$ cat src/rtl/dac_sample_pacer.sv
// dac_sample_pacer
//   Buffers signed producer samples in a small first-word-fall-through FIFO
//   and releases them to the DAC SPI serializer as single-cycle Avalon-ST
//   valid pulses, one every max(period, MIN_PERIOD) sclk cycles. When the
//   FIFO runs dry during RUN, the last emitted sample is repeated and
//   flagged with error code 2'b01.
//
// Ports
//   sclk              clock, rising edge
//   reset             synchronous, active-high
//   en                run enable (also enables the serializer)
//   period            requested sample period in sclk cycles
//   in_data/in_valid  producer sample and valid
//   in_ready          FIFO can accept (not full and not in reset)
//   ast_source_data   sample to serializer (held between pulses)
//   ast_source_valid  one-cycle pulse per emitted sample
//   ast_source_error  2'b00 normal, 2'b01 underflow repeat
//   fifo_level        FIFO occupancy, 0..2^FIFO_AW
//   underflow_count   saturating count of underflow repeats
module dac_sample_pacer #(
  parameter int unsigned DATA_WIDTH   = 12,
  parameter int unsigned FIFO_AW      = 4,
  parameter int unsigned PERIOD_WIDTH = 16,
  parameter int unsigned MIN_PERIOD   = 36,
  parameter int unsigned PRIME_LEVEL  = 8
) (
  input  logic                    sclk,
  input  logic                    reset,
  input  logic                    en,
  input  logic [PERIOD_WIDTH-1:0] period,
  input  logic [DATA_WIDTH-1:0]   in_data,
  input  logic                    in_valid,
  output logic                    in_ready,
  output logic [DATA_WIDTH-1:0]   ast_source_data,
  output logic                    ast_source_valid,
  output logic [1:0]              ast_source_error,
  output logic [FIFO_AW:0]        fifo_level,
  output logic [15:0]             underflow_count
);

  localparam int unsigned DEPTH = 1 << FIFO_AW;
  localparam logic [FIFO_AW:0]        DEPTH_LVL  = (FIFO_AW+1)'(DEPTH);
  localparam logic [FIFO_AW:0]        PRIME_LVL  = (FIFO_AW+1)'(PRIME_LEVEL);
  localparam logic [PERIOD_WIDTH-1:0] MIN_P      = PERIOD_WIDTH'(MIN_PERIOD);
  localparam logic [PERIOD_WIDTH-1:0] MIN_P_M1   = PERIOD_WIDTH'(MIN_PERIOD - 1);

  typedef enum logic [1:0] {IDLE, PRIME, RUN} state_t;

  state_t                  state;
  logic [DATA_WIDTH-1:0]   mem [DEPTH];
  logic [FIFO_AW-1:0]      wr_ptr;
  logic [FIFO_AW-1:0]      rd_ptr;
  logic [PERIOD_WIDTH-1:0] cnt;
  logic [PERIOD_WIDTH-1:0] eff_m1;
  logic [DATA_WIDTH-1:0]   last;
  logic [DATA_WIDTH-1:0]   head;
  logic                    full;
  logic                    empty;
  logic                    push;
  logic                    tick;
  logic                    pop;

  assign full     = (fifo_level == DEPTH_LVL);
  assign empty    = (fifo_level == '0);
  assign in_ready = ~full & ~reset;
  assign push     = in_valid & in_ready;
  assign head     = mem[rd_ptr];
  // en low in the tick cycle suppresses the tick entirely (no pulse, no pop).
  assign tick     = (state == RUN) & en & (cnt == '0);
  assign pop      = tick & ~empty;

  always_comb begin
    eff_m1 = period - 1'b1;
    if (period < MIN_P) eff_m1 = MIN_P_M1;
  end

  always_ff @(posedge sclk) begin
    if (push) mem[wr_ptr] <= in_data;
  end

  always_ff @(posedge sclk) begin
    if (reset) begin
      state            <= IDLE;
      cnt              <= '0;
      wr_ptr           <= '0;
      rd_ptr           <= '0;
      fifo_level       <= '0;
      last             <= '0;
      ast_source_data  <= '0;
      ast_source_valid <= 1'b0;
      ast_source_error <= 2'b00;
      underflow_count  <= '0;
    end else begin
      ast_source_valid <= 1'b0;

      if (push) wr_ptr <= wr_ptr + 1'b1;
      if (pop)  rd_ptr <= rd_ptr + 1'b1;
      if (push && !pop)      fifo_level <= fifo_level + 1'b1;
      else if (!push && pop) fifo_level <= fifo_level - 1'b1;

      case (state)
        IDLE: begin
          cnt <= '0;
          if (en) state <= PRIME;
        end
        PRIME: begin
          if (!en) begin
            state <= IDLE;
          end else if (fifo_level >= PRIME_LVL) begin
            state <= RUN;
            cnt   <= eff_m1;
          end
        end
        RUN: begin
          if (!en) begin
            state <= IDLE;
            cnt   <= '0;
          end else if (cnt == '0) begin
            cnt              <= eff_m1;
            ast_source_valid <= 1'b1;
            if (!empty) begin
              ast_source_data  <= head;
              ast_source_error <= 2'b00;
              last             <= head;
            end else begin
              ast_source_data  <= last;
              ast_source_error <= 2'b01;
              if (underflow_count != '1) underflow_count <= underflow_count + 1'b1;
            end
          end else begin
            cnt <= cnt - 1'b1;
          end
        end
        default: state <= IDLE;
      endcase
    end
  end

endmodule
$ cat config.mk
export PLATFORM = sky130hd
export DESIGN_NAME = dac_sample_pacer
export DESIGN_NICKNAME = d
export VERILOG_FILES = /design/src/rtl/dac_sample_pacer.sv
export SDC_FILE = /design/constraint.sdc
export NUM_CORES = 1
export LEC_CHECK = 0
export ABC_CLOCK_PERIOD_IN_PS = 3700
export BUFFER_PORTS_ARGS = -buffer_cell sky130_fd_sc_hd__buf_2
export CAP_MARGIN = 20
export CORE_MARGIN = 3
export CORE_UTILIZATION = 40
export CTS_CLUSTER_SIZE = 10
export DETAILED_ROUTE_END_ITERATION = 8
export PLACE_DENSITY = 0.66
export SYNTH_ARGS = -nofsm -noshare
export SYNTH_HDL_FRONTEND = slang
export SYNTH_SLANG_ARGS = --single-unit
$ cat constraint.sdc
create_clock -name sclk -period 3.7 [get_ports sclk]
set_input_delay 0.74 -clock sclk [delete_from_list [all_inputs] [get_ports sclk]]
set_output_delay 0.74 -clock sclk [all_outputs]
set_load 0.05 [all_outputs]
==> results of run 1 <==
[layer usage]
metal / GRT usage / up-vias / part of all wire / wire length, um
li1: - / 2963 / - / -
met1: 0.227 / 3217 / 0.43 / 9950
met2: 0.272 / 203 / 0.49 / 11500
met3: 0.0291 / 35 / 0.063 / 1480
met4: 0.0349 / 0 / 0.021 / 490
met5: 0 / - / 0 / 0
[cell usage in the layout, fill, tap and decap left out, types with 3 or more instances in the layout]
master     instances
nand3_1            8
nor3_2             4
a21oi_1           45
or4_1              4
and4_1             3
nor2_1            56
dfxtp_1           59
edfxtp_1         192
a31oi_1            6
ha_1              16
a221oi_1           3
a21o_1             3
nor3_1            25
nand2_1           66
buf_2             67
clkbuf_1          22
o21ai_0           19
mux4_2            60
clkbuf_16         29
inv_1             16
mux2i_1            3
nor4_1            13
nand4_1            5
xor2_1            19
nand2b_1           4
or3_1              8
buf_4             24
xnor2_1           16
[area by class of cell]
cell class	count	area share
multi-input cells	419	0.283
clock buffers	51	0.0654
well taps	335	0.0339
repair buffers	93	0.0446
clock inverters	2	0.00203
flip-flops and latches	253	0.566
inverters	17	0.00516
[flip-flops by register name (all words and copies together), names as in the netlist]
register,flops
mem,192
cnt,16
underflow_count,16
last,12
fifo_level,5
rd_ptr,4
wr_ptr,4
state,2
ast_source_error,1
ast_source_valid,1
[kinds of logic after synthesis]
logic type,Yosys count,share of synthesized area
simple gates,212,0.0968
xor+xnor,35,0.0287
compound gates,91,0.0496
other cells,1,0.000351
mux,63,0.129
fa+ha+maj,17,0.0206
buf+inv,54,0.0204
flops,253,0.654
[final timing paths]
check / from / endpoint / slack [ps] / depth (start not counted)
setup / recovery: cnt[2] / fifo_level[4] / 470 / 12
hold / removal: last[9] / last[9] / 450 / 2
setup reg to reg: cnt[2] / fifo_level[4] / 470 / 12
hold reg to reg: last[9] / last[9] / 450 / 2
[worst max-delay path, delay by kind of cell, from the launching register on]
family                   cells  cell delay, ps
flip-flops                   1             340
buffers and inverters        2             200
XOR/XNOR                     1              90
AND/OR/NAND/NOR              4            1520
adder cells (fa/ha/maj)      2             490
AO/OA/AOI/OAI                3             510
[metrics by stage]
| step | power [mW] | utilization | instances | hold WS (ps) |
|---|---|---|---|---|
| 2_1_floorplan | 3.43 | - | 726 | 448 |
| 3_3_place_gp | 3.55 | 0.440 | 1116 | 439 |
| 3_5_place_dp | 3.56 | 0.441 | 1117 | 444 |
| 4_1_cts | 6.10 | 0.473 | 1170 | 448 |
| 5_1_grt | 6.27 | 0.473 | 1170 | 461 |
| 6_report | 6.04 | 0.473 | 1170 | 447 |
[Yosys cell counts, types with 3 or more instances]
cell / n / area (um^2)
mux4_2: 60 / 1350
a21o_1: 3 / 22.5
inv_1: 16 / 60.1
a221oi_1: 3 / 26.3
ha_1: 16 / 200
buf_1: 3 / 11.3
nand4_1: 5 / 31.3
or3_1: 8 / 50.1
nand2_1: 66 / 248
dfxtp_1: 61 / 1220
xnor2_1: 16 / 140
nand2b_1: 4 / 25.0
nor3_1: 29 / 145
a31oi_1: 6 / 37.5
o21ai_0: 19 / 95.1
edfxtp_1: 192 / 5770
nand3_1: 8 / 40.0
or4_1: 4 / 30.0
mux2i_1: 3 / 30.0
nor2_1: 56 / 210
buf_2: 9 / 45.0
and4_1: 3 / 26.3
xor2_1: 19 / 166
clkbuf_1: 24 / 90.1
a21oi_1: 46 / 230
nor4_1: 13 / 81.3
[power by group through the flow]
stage	logic [mW]	clock network (mW)	registers [mW]
final	0.385	2.54	3.11
after global routing	0.430	2.72	3.12
after global placement	0.379	0	3.17
after CTS	0.385	2.60	3.11
after detailed placement	0.384	0	3.17
after floorplan	0.238	0	3.19
==> flow_summary_export.csv, run 1 <==
group,metric,value,unit
cells_and_area,seqCellArea,6990,um^2
routing,detailedRoute.firstPassIterationCount,5,
floorplanning,die-width,169,um
yosys,synth.net_count,775,
cells_and_area,synthToLayoutAreaGrowth,15.7,%
floorplanning,die_h,169,um
timing,final.period_utilization,0.873,
floorplanning,initial_core_util,0.409,
global_route,gr_util_all_layers,0.163,
clock_tree,cts_resized,0,
routing,drt-vias-per-instance,5.49,
global_route,antenna_found_initial,0,
setup_path,critPathMaxFanout,4,
clock_tree,hold_buffers,0,
floorplanning,row_count,59,
power_and_ir_drop,vdd_drop_max,381,uV
clock_tree,worstSkewPairLatency,540,ps
timing,fin_skew,8.01,ps
global_route,number_of_global_route_vias_before_repair,6313,
power_and_ir_drop,netSwitchingFraction,0.224,
power_and_ir_drop,netSwitchingPower,1.35,mW
job,max_cap_viol_count,0,
placement,gp_congestion,0.805,
setup_path,worst_path_max_delay_cell,"or4_4",
floorplanning,die_area,28700,um^2
timing,timing.slew.headroom,0.370,
timing,hold_violations,0,
routing,routedWlPerCell,20.0,um
setup_path,timing_worst_setup_path_type,"reg -> reg",
timing,rsz0062_at_grt,"no",
floorplanning,io-pin-count,69,
power_and_ir_drop,pwr_density_cell,489,nW/um^2
worst_hold_path,worst_min_delay_path_category,"reg -> reg",
timing,setup-violations-final,0,
clock_tree,tritoncts_num_sinks,253,
power_and_ir_drop,power_report.internal_total,4.69,mW
clock_tree,cts-buffers-inserted,29,
timing,timing.setup.tns,0,ps
setup_path,cp_cell_sequence,"or4_4, or3_4, nor4_4, inv_2, ha_1, inv_1, ha_1, a21o_1, a21oi_1, xnor2_1, or3_1, a21oi_1",
global_route,grt_first_pass_wirelength,36600,um
setup_path,crit_arrival,3700,ps
cells_and_area,antenna-diode-count,0,
routing,number_of_antenna_violating_nets_in_the_routed_design,0,
yosys,postSynthAreaPerCell,14.7,um^2
placement,io_buffers,67,
placement,place_worst_setup_slack,516,ps
timing,tightest_slew,944,ps
global_route,maximum_number_of_pins_on_one_net_before_global_route_repair,62,
cells_and_area,fillers,2267,
yosys,asyncSetResetFlopFracSynth,0,
power_and_ir_drop,power_frac_seq,0.516,
routing,detailroute.via_count,6418,
yosys,synth-main-ff-cell,"edfxtp_1",
yosys,number_of_synthesized_flops_with_an_enable_pin,192,
yosys,synth.cell_area,10700,um^2
timing,achievable_clock_frequency,309,MHz
setup_path,worst_setup_sp_type,"flop",
clock_tree,number_of_post_cts_setup_repair_buffers,0,
clock_tree,max-clock-path-buffers,3,
yosys,ys.warnings.count,0,
setup_path,cp-end-kind,"flop",
routing,routed_wl,23400,um
power_and_ir_drop,clockPowerShare,0.421,
placement,hpwlAfterDp,14500,um
clock_tree,tritoncts,"yes",
routing,detailedRoute.firstIterationViolations,703,
yosys,yosys_register_bits,253,
cells_and_area,multi_input_comb_area,3500,um^2
power_and_ir_drop,power_leakage,4.09,nW
setup_path,critical_path.max_stage_delay,570,ps
setup_path,cp_data_required_time,4170,ps
routing,drt_drc_violations_left,0,
clock_tree,htree_num_levels,1,
floorplanning,core_area,26100,um^2
cells_and_area,layout-drive-gt1-share,0.240,
clock_tree,clock_slew_at_reported_path_ffs,60,ps
placement,placed_cell_area,11500,um^2
power_and_ir_drop,pwr-share-comb,0.064,
cells_and_area,finalNetCount,862,
yosys,number_of_instances_in_the_synthesized_netlist,726,
yosys,share_of_the_yosys_chip_area_belonging_to_registers,0.654,
clock_tree,clk_root_buffer_cell,"clkbuf_16",
yosys,netlist-cell-type-count,52,
timing,fin_ws,468,ps
global_route,total_overflow_reported_by_the_global_router,0,
timing,drv_slew,0,
cells_and_area,stdcell_area,12400,um^2
run_status,run_status,"finished clean",
timing,fin_crit,3230,ps
Power figures use the tool's default switching activity.
==> run 2: changes to the inputs <==
--- a/config.mk
+++ b/config.mk
@@ -9,10 +9,11 @@
 export BUFFER_PORTS_ARGS = -buffer_cell sky130_fd_sc_hd__buf_2
 export CAP_MARGIN = 20
 export CORE_MARGIN = 3
-export CORE_UTILIZATION = 40
+export CORE_UTILIZATION = 42
 export CTS_CLUSTER_SIZE = 10
 export DETAILED_ROUTE_END_ITERATION = 8
-export PLACE_DENSITY = 0.66
+export PLACE_DENSITY = 0.68
+export SETUP_SLACK_MARGIN = 0.05
 export SYNTH_ARGS = -nofsm -noshare
 export SYNTH_HDL_FRONTEND = slang
 export SYNTH_SLANG_ARGS = --single-unit
==> run 2 against run 1 <==
First-iteration DRC count is 20% lower; combinational power rose by 3%; largest power group unchanged; critical endpoint unchanged; clock power barely moved; non-clock buffer count rose by 5; flip-flop and latch count did not move; via count is 0.50% higher; critical path type unchanged; worst setup slack better by 42 ps; routed wire length shrank 0.98%; sequential power about the same; clock skew increased by 7.5 ps; hold slack about the same.
==> flow_summary_export.csv, run 2 (synthesis results as in run 1) <==
group,metric,value,unit
run_status,run_status,"finished clean",
setup_path,critPathMaxFanout,4,
setup_path,crit_arrival,3670,ps
setup_path,worstPathBufferInverterCount,2,
global_route,total_overflow_reported_by_the_global_router,0,
routing,routed_wl,23200,um
timing,final.period_utilization,0.862,
clock_tree,max-clock-path-buffers,3,
timing,timing.slew.headroom,0.344,
placement,placed_cell_area,11500,um^2
cells_and_area,layout-drive-gt1-share,0.246,
floorplanning,row_count,57,
placement,placed_cells,1111,
timing,timing.setup.tns,0,ps
clock_tree,tritoncts_num_sinks,253,
cells_and_area,stdcell_area,12400,um^2
cells_and_area,largest_register,"mem",
routing,detailroute.via_count,6450,
timing,fin_skew,15.5,ps
setup_path,critPathTopFamily,"simple AND/OR/NAND/NOR gates",
floorplanning,die_h,165,um
setup_path,worst_setup_sp_type,"flop",
global_route,gr_util_all_layers,0.173,
cells_and_area,finish.utilization,0.502,
routing,drt_drc_violations_left,0,
routing,detailedRoute.firstPassIterationCount,4,
timing,fin_ws,511,ps
routing,routedWlPerCell,19.9,um
global_route,maximum_number_of_pins_on_one_net_before_global_route_repair,62,
placement,gp_congestion,0.845,
power_and_ir_drop,pwr_density_cell,490,nW/um^2
power_and_ir_drop,vdd_drop_max,362,uV
floorplanning,die_area,27400,um^2
cells_and_area,most_common_library_cell_in_the_layout_ignoring_fill_and_taps,"edfxtp_1",
setup_path,cp-end-kind,"flop",
placement,io_buffers,67,
cells_and_area,biggestRegsByFlops,"mem (192), cnt (16), underflow_count (16)",
cells_and_area,antenna-diode-count,0,
setup_path,cp_data_required_time,4180,ps
global_route,antenna_found_initial,0,
cells_and_area,finalNetCount,867,
routing,detailedRoute.firstIterationViolations,565,
power_and_ir_drop,power_leakage,4.12,nW
setup_path,r2r.worst_path.cells,12,
worst_hold_path,min_delay_path_depth,2,
placement,hpwlAfterDp,14400,um
clock_tree,cts_resized,0,
setup_path,reg2reg_setup_slack,510,ps
worst_hold_path,worst_min_delay_path_category,"reg -> reg",
clock_tree,number_of_post_cts_setup_repair_buffers,0,
cells_and_area,finalNonFillerCells,1163,
clock_tree,clock_slew_at_reported_path_ffs,60,ps
clock_tree,clk_root_buffer_cell,"clkbuf_16",
setup_path,worst_path_max_delay_cell,"or4_4",
routing,number_of_antenna_violating_nets_in_the_routed_design,0,
setup_path,critical_path.max_stage_delay,560,ps
floorplanning,initial_core_util,0.433,
timing,setup-violations-final,0,
setup_path,critical_path_depth,12,
timing,fin_crit,3190,ps
timing,achievable_clock_frequency,314,MHz
cells_and_area,most-common-layout-cells,"edfxtp_1, buf_2, nand2_1, mux4_2, dfxtp_1",
timing,tightest_slew,983,ps
floorplanning,io-pin-count,69,
cells_and_area,synthToLayoutAreaGrowth,15.9,%
global_route,grt_first_pass_wirelength,36300,um
clock_tree,hold_buffers,0,
clock_tree,htree_num_levels,1,
timing,holdWs,446,ps
floorplanning,core_area,24700,um^2
timing,hold_violations,0,
setup_path,timing_worst_setup_path_type,"reg -> reg",
job,max_cap_viol_count,0,
placement,place_worst_setup_slack,543,ps
setup_path,cp_cell_sequence,"or4_4, or3_4, nor4_4, inv_2, ha_1, inv_1, ha_1, a21o_1, a21oi_1, xnor2_1, or3_1, a21oi_1",
timing,rsz0062_at_grt,"no",
cells_and_area,largest_register_ff_count,192,
clock_tree,worstSkewPairLatency,550,ps
clock_tree,tritoncts,"yes",
floorplanning,die-width,165,um
routing,drt-vias-per-instance,5.55,
global_route,number_of_global_route_vias_before_repair,6372,
timing,drv_slew,0,
power_and_ir_drop,total_power,6.06,mW
clock_tree,cts-buffers-inserted,29,
[run 2: layer usage]
metal,vias up,part of all wire,track usage
met5,-,0,0
met4,0,0.024,0.0457
met2,217,0.46,0.274
met1,3223,0.44,0.245
li1,2966,-,-
met3,44,0.078,0.0377
[run 2: worst paths after layout]
kind                 from             to
setup / recovery   cnt[2]  fifo_level[4]
hold / removal    last[2]        last[2]
setup reg to reg   cnt[2]  fifo_level[4]
hold reg to reg   last[2]        last[2]
[run 2: tightest hold or removal path, cell delays in order (launching register included)]
cell and delay, ps:
dfxtp_1 300, nand2_1 50, a21oi_1 50
[run 2: area by class of cell]
class                   instances  area (um^2)
clock buffers                  50          815
multi-input cells             419         3500
inverters                      17         63.8
flip-flops and latches        253         6990
well taps                     324          405
fillers                      2100        12300
repair buffers                 98          581
clock inverters                 2         25.0
[run 2: power breakdown]
| group | leakage, nW | internal (mW) | total (mW) | switching (mW) |
|---|---|---|---|---|
| clock | 0.402 | 1.48 | 2.55 | 1.07 |
| combinational | 1.50 | 0.140 | 0.396 | 0.256 |
| sequential | 2.22 | 3.09 | 3.11 | 0.0274 |
==> run 3: changes to the inputs <==
--- a/config.mk
+++ b/config.mk
@@ -12,6 +12,7 @@
 export CORE_UTILIZATION = 42
 export CTS_CLUSTER_SIZE = 10
 export DETAILED_ROUTE_END_ITERATION = 8
+export GPL_TIMING_DRIVEN = 0
 export PLACE_DENSITY = 0.68
 export SETUP_SLACK_MARGIN = 0.05
 export SYNTH_ARGS = -nofsm -noshare
==> run 3 against run 2 <==
Clock power up 5%; highest routed layer unchanged; global-route usage is 0.47 points higher; sequential share of layout area shrank 0.49 points; worst setup slack worse by 220 ps; count of clock-buffer cells in the layout up 1; utilization is 0.40 points higher.
==> flow_summary_export.csv, run 3 (synthesis results as in run 1) <==
group,metric,value,unit
run_status,run_status,"finished clean",
global_route,maximum_number_of_pins_on_one_net_before_global_route_repair,18,
setup_path,critical_path.max_stage_delay,570,ps
global_route,number_of_global_route_vias_before_repair,6310,
floorplanning,die_area,27400,um^2
placement,placed_cells,1127,
timing,achievable_clock_frequency,293,MHz
power_and_ir_drop,pwr_density_cell,495,nW/um^2
cells_and_area,largest_register,"mem",
cells_and_area,layout-drive-gt1-share,0.237,
timing,final.period_utilization,0.922,
timing,timing.slew.headroom,0.321,
setup_path,worst_setup_sp_type,"flop",
global_route,total_overflow_reported_by_the_global_router,0,
floorplanning,io-pin-count,69,
floorplanning,die_h,165,um
routing,drt-vias-per-instance,5.58,
setup_path,timing_worst_setup_path_type,"reg -> reg",
cells_and_area,finish.utilization,0.506,
cells_and_area,biggestRegsByFlops,"mem (192), cnt (16), underflow_count (16)",
setup_path,cp_data_required_time,4170,ps
timing,rsz0062_at_grt,"no",
setup_path,worst_path_max_delay_cell,"or4_4",
worst_hold_path,worst_min_delay_path_category,"reg -> reg",
worst_hold_path,min-delay-start,"last[1]",
routing,routedWlPerCell,20.5,um
setup_path,cp_cell_sequence,"or4_4, or3_4, nor4_4, inv_2, ha_1, inv_1, ha_1, a21o_1, a21oi_1, xnor2_1, or3_1, a21oi_1",
global_route,grt_first_pass_wirelength,36900,um
clock_tree,worstSkewPairLatency,570,ps
worst_hold_path,whs_endpoint,"last[1]",
power_and_ir_drop,power_report.internal_total,4.80,mW
power_and_ir_drop,power_leakage,4.13,nW
placement,hpwlAfterDp,15800,um
power_and_ir_drop,netSwitchingFraction,0.224,
clock_tree,clock_slew_at_reported_path_ffs,60,ps
routing,detailedRoute.firstPassIterationCount,5,
setup_path,reg2reg_setup_slack,290,ps
setup_path,cp-end-kind,"flop",
routing,detailedRoute.firstIterationViolations,629,
timing,fin_skew,44.8,ps
power_and_ir_drop,vdd_drop_max,362,uV
power_and_ir_drop,pwr-share-comb,0.064,
placement,io_buffers,66,
power_and_ir_drop,total_power,6.18,mW
clock_tree,max-clock-path-buffers,3,
clock_tree,cts-buffers-inserted,30,
cells_and_area,most_common_library_cell_in_the_layout_ignoring_fill_and_taps,"edfxtp_1",
timing,drv_slew,0,
worst_hold_path,min_delay_path_depth,2,
cells_and_area,stdcell_area,12500,um^2
routing,number_of_antenna_violating_nets_in_the_routed_design,0,
setup_path,crit_arrival,3880,ps
cells_and_area,synthToLayoutAreaGrowth,16.8,%
clock_tree,tritoncts,"yes",
routing,drt_drc_violations_left,0,
setup_path,worstReg2RegEnd,"fifo_level[4]",
placement,gp_congestion,0.834,
cells_and_area,most-common-layout-cells,"edfxtp_1, buf_2, nand2_1, dfxtp_1, mux4_2",
floorplanning,initial_core_util,0.433,
cells_and_area,antenna-diode-count,0,
placement,placed_cell_area,11600,um^2
cells_and_area,largest_register_ff_count,192,
power_and_ir_drop,clockPowerShare,0.432,
clock_tree,htree_num_levels,1,
floorplanning,die-width,165,um
routing,detailroute.via_count,6595,
timing,setup-violations-final,0,
power_and_ir_drop,netSwitchingPower,1.38,mW
clock_tree,clk_root_buffer_cell,"clkbuf_16",
timing,fin_crit,3410,ps
clock_tree,hold_buffers,0,
timing,hold_violations,0,
cells_and_area,finalNetCount,884,
setup_path,r2r.worst_path.cells,12,
cells_and_area,finalNonFillerCells,1181,
global_route,gr_util_all_layers,0.178,
clock_tree,tritoncts_num_sinks,253,
setup_path,worstReg2RegStart,"cnt[2]",
routing,routed_wl,24200,um
power_and_ir_drop,power_frac_seq,0.504,
global_route,antenna_found_initial,0,
floorplanning,row_count,57,
setup_path,critPathMaxFanout,16,
timing,tightest_slew,1020,ps
job,max_cap_viol_count,0,
floorplanning,core_area,24700,um^2
## run 3: power groups by stage
stage	combinational [mW]	sequential (mW)	clock [mW]
after floorplan	0.238	3.19	0
after global placement	0.380	3.17	0
after detailed placement	0.391	3.17	0
after CTS	0.392	3.11	2.72
after global routing	0.436	3.11	2.85
final	0.395	3.11	2.67
## run 3: layer usage
layer | up-vias | share of wire | wire length [um] | track usage
met4 | 0 | 0.026 | 635 | 0.0491
met2 | 209 | 0.46 | 11200 | 0.278
li1 | 3016 | - | - | -
met5 | - | 0 | 0 | 0
met3 | 53 | 0.060 | 1440 | 0.0322
met1 | 3317 | 0.45 | 10900 | 0.258
## run 3: how the worst max path moves through the flow
stage	from	cells after the start	endpoint	slack [ps]
3_5_place_dp	cnt[2]	13	fifo_level[4]	-260
4_1_cts	cnt[2]	12	fifo_level[4]	290
2_1_floorplan	fifo_level[0]	12	fifo_level[4]	240
5_1_grt	cnt[2]	12	fifo_level[4]	170
3_3_place_gp	reset	6	mem[2][3]	-370
6_report	cnt[2]	12	fifo_level[4]	290
## run 3: through the flow
step           setup TNS, ps  worst slack (ps)  hold WS, ps
3_5_place_dp            -384              -262          453
2_1_floorplan              0               237          448
4_1_cts                    0               295          460
3_3_place_gp          -15180              -370          441
6_report                   0               288          460
5_1_grt                    0               172          485
## run 3: what timing repair did
item                       CTS  global route
setup endpoints to repair    2             1
pin swaps                    1             0
resized for setup            0             1
setup buffers                1             0
## run 3: final cells by class
class | instances | area, um^2
plain buffers | 36 | 150
clock buffers | 51 | 861
clock inverters | 3 | 43.8
fillers | 2085 | 12200
inverters | 17 | 63.8
multi-input cells | 419 | 3520
flip-flops and latches | 253 | 6990
well taps | 324 | 405
repair buffers | 78 | 450
## run 3: worst max-delay path: cells and delay by family, from the launching register on
kind            cells  cell delay [ps]
fa+ha+maj           2              560
xor+xnor            1               90
flops               1              340
simple gates        4             1480
buf+inv             2              370
compound gates      3              510
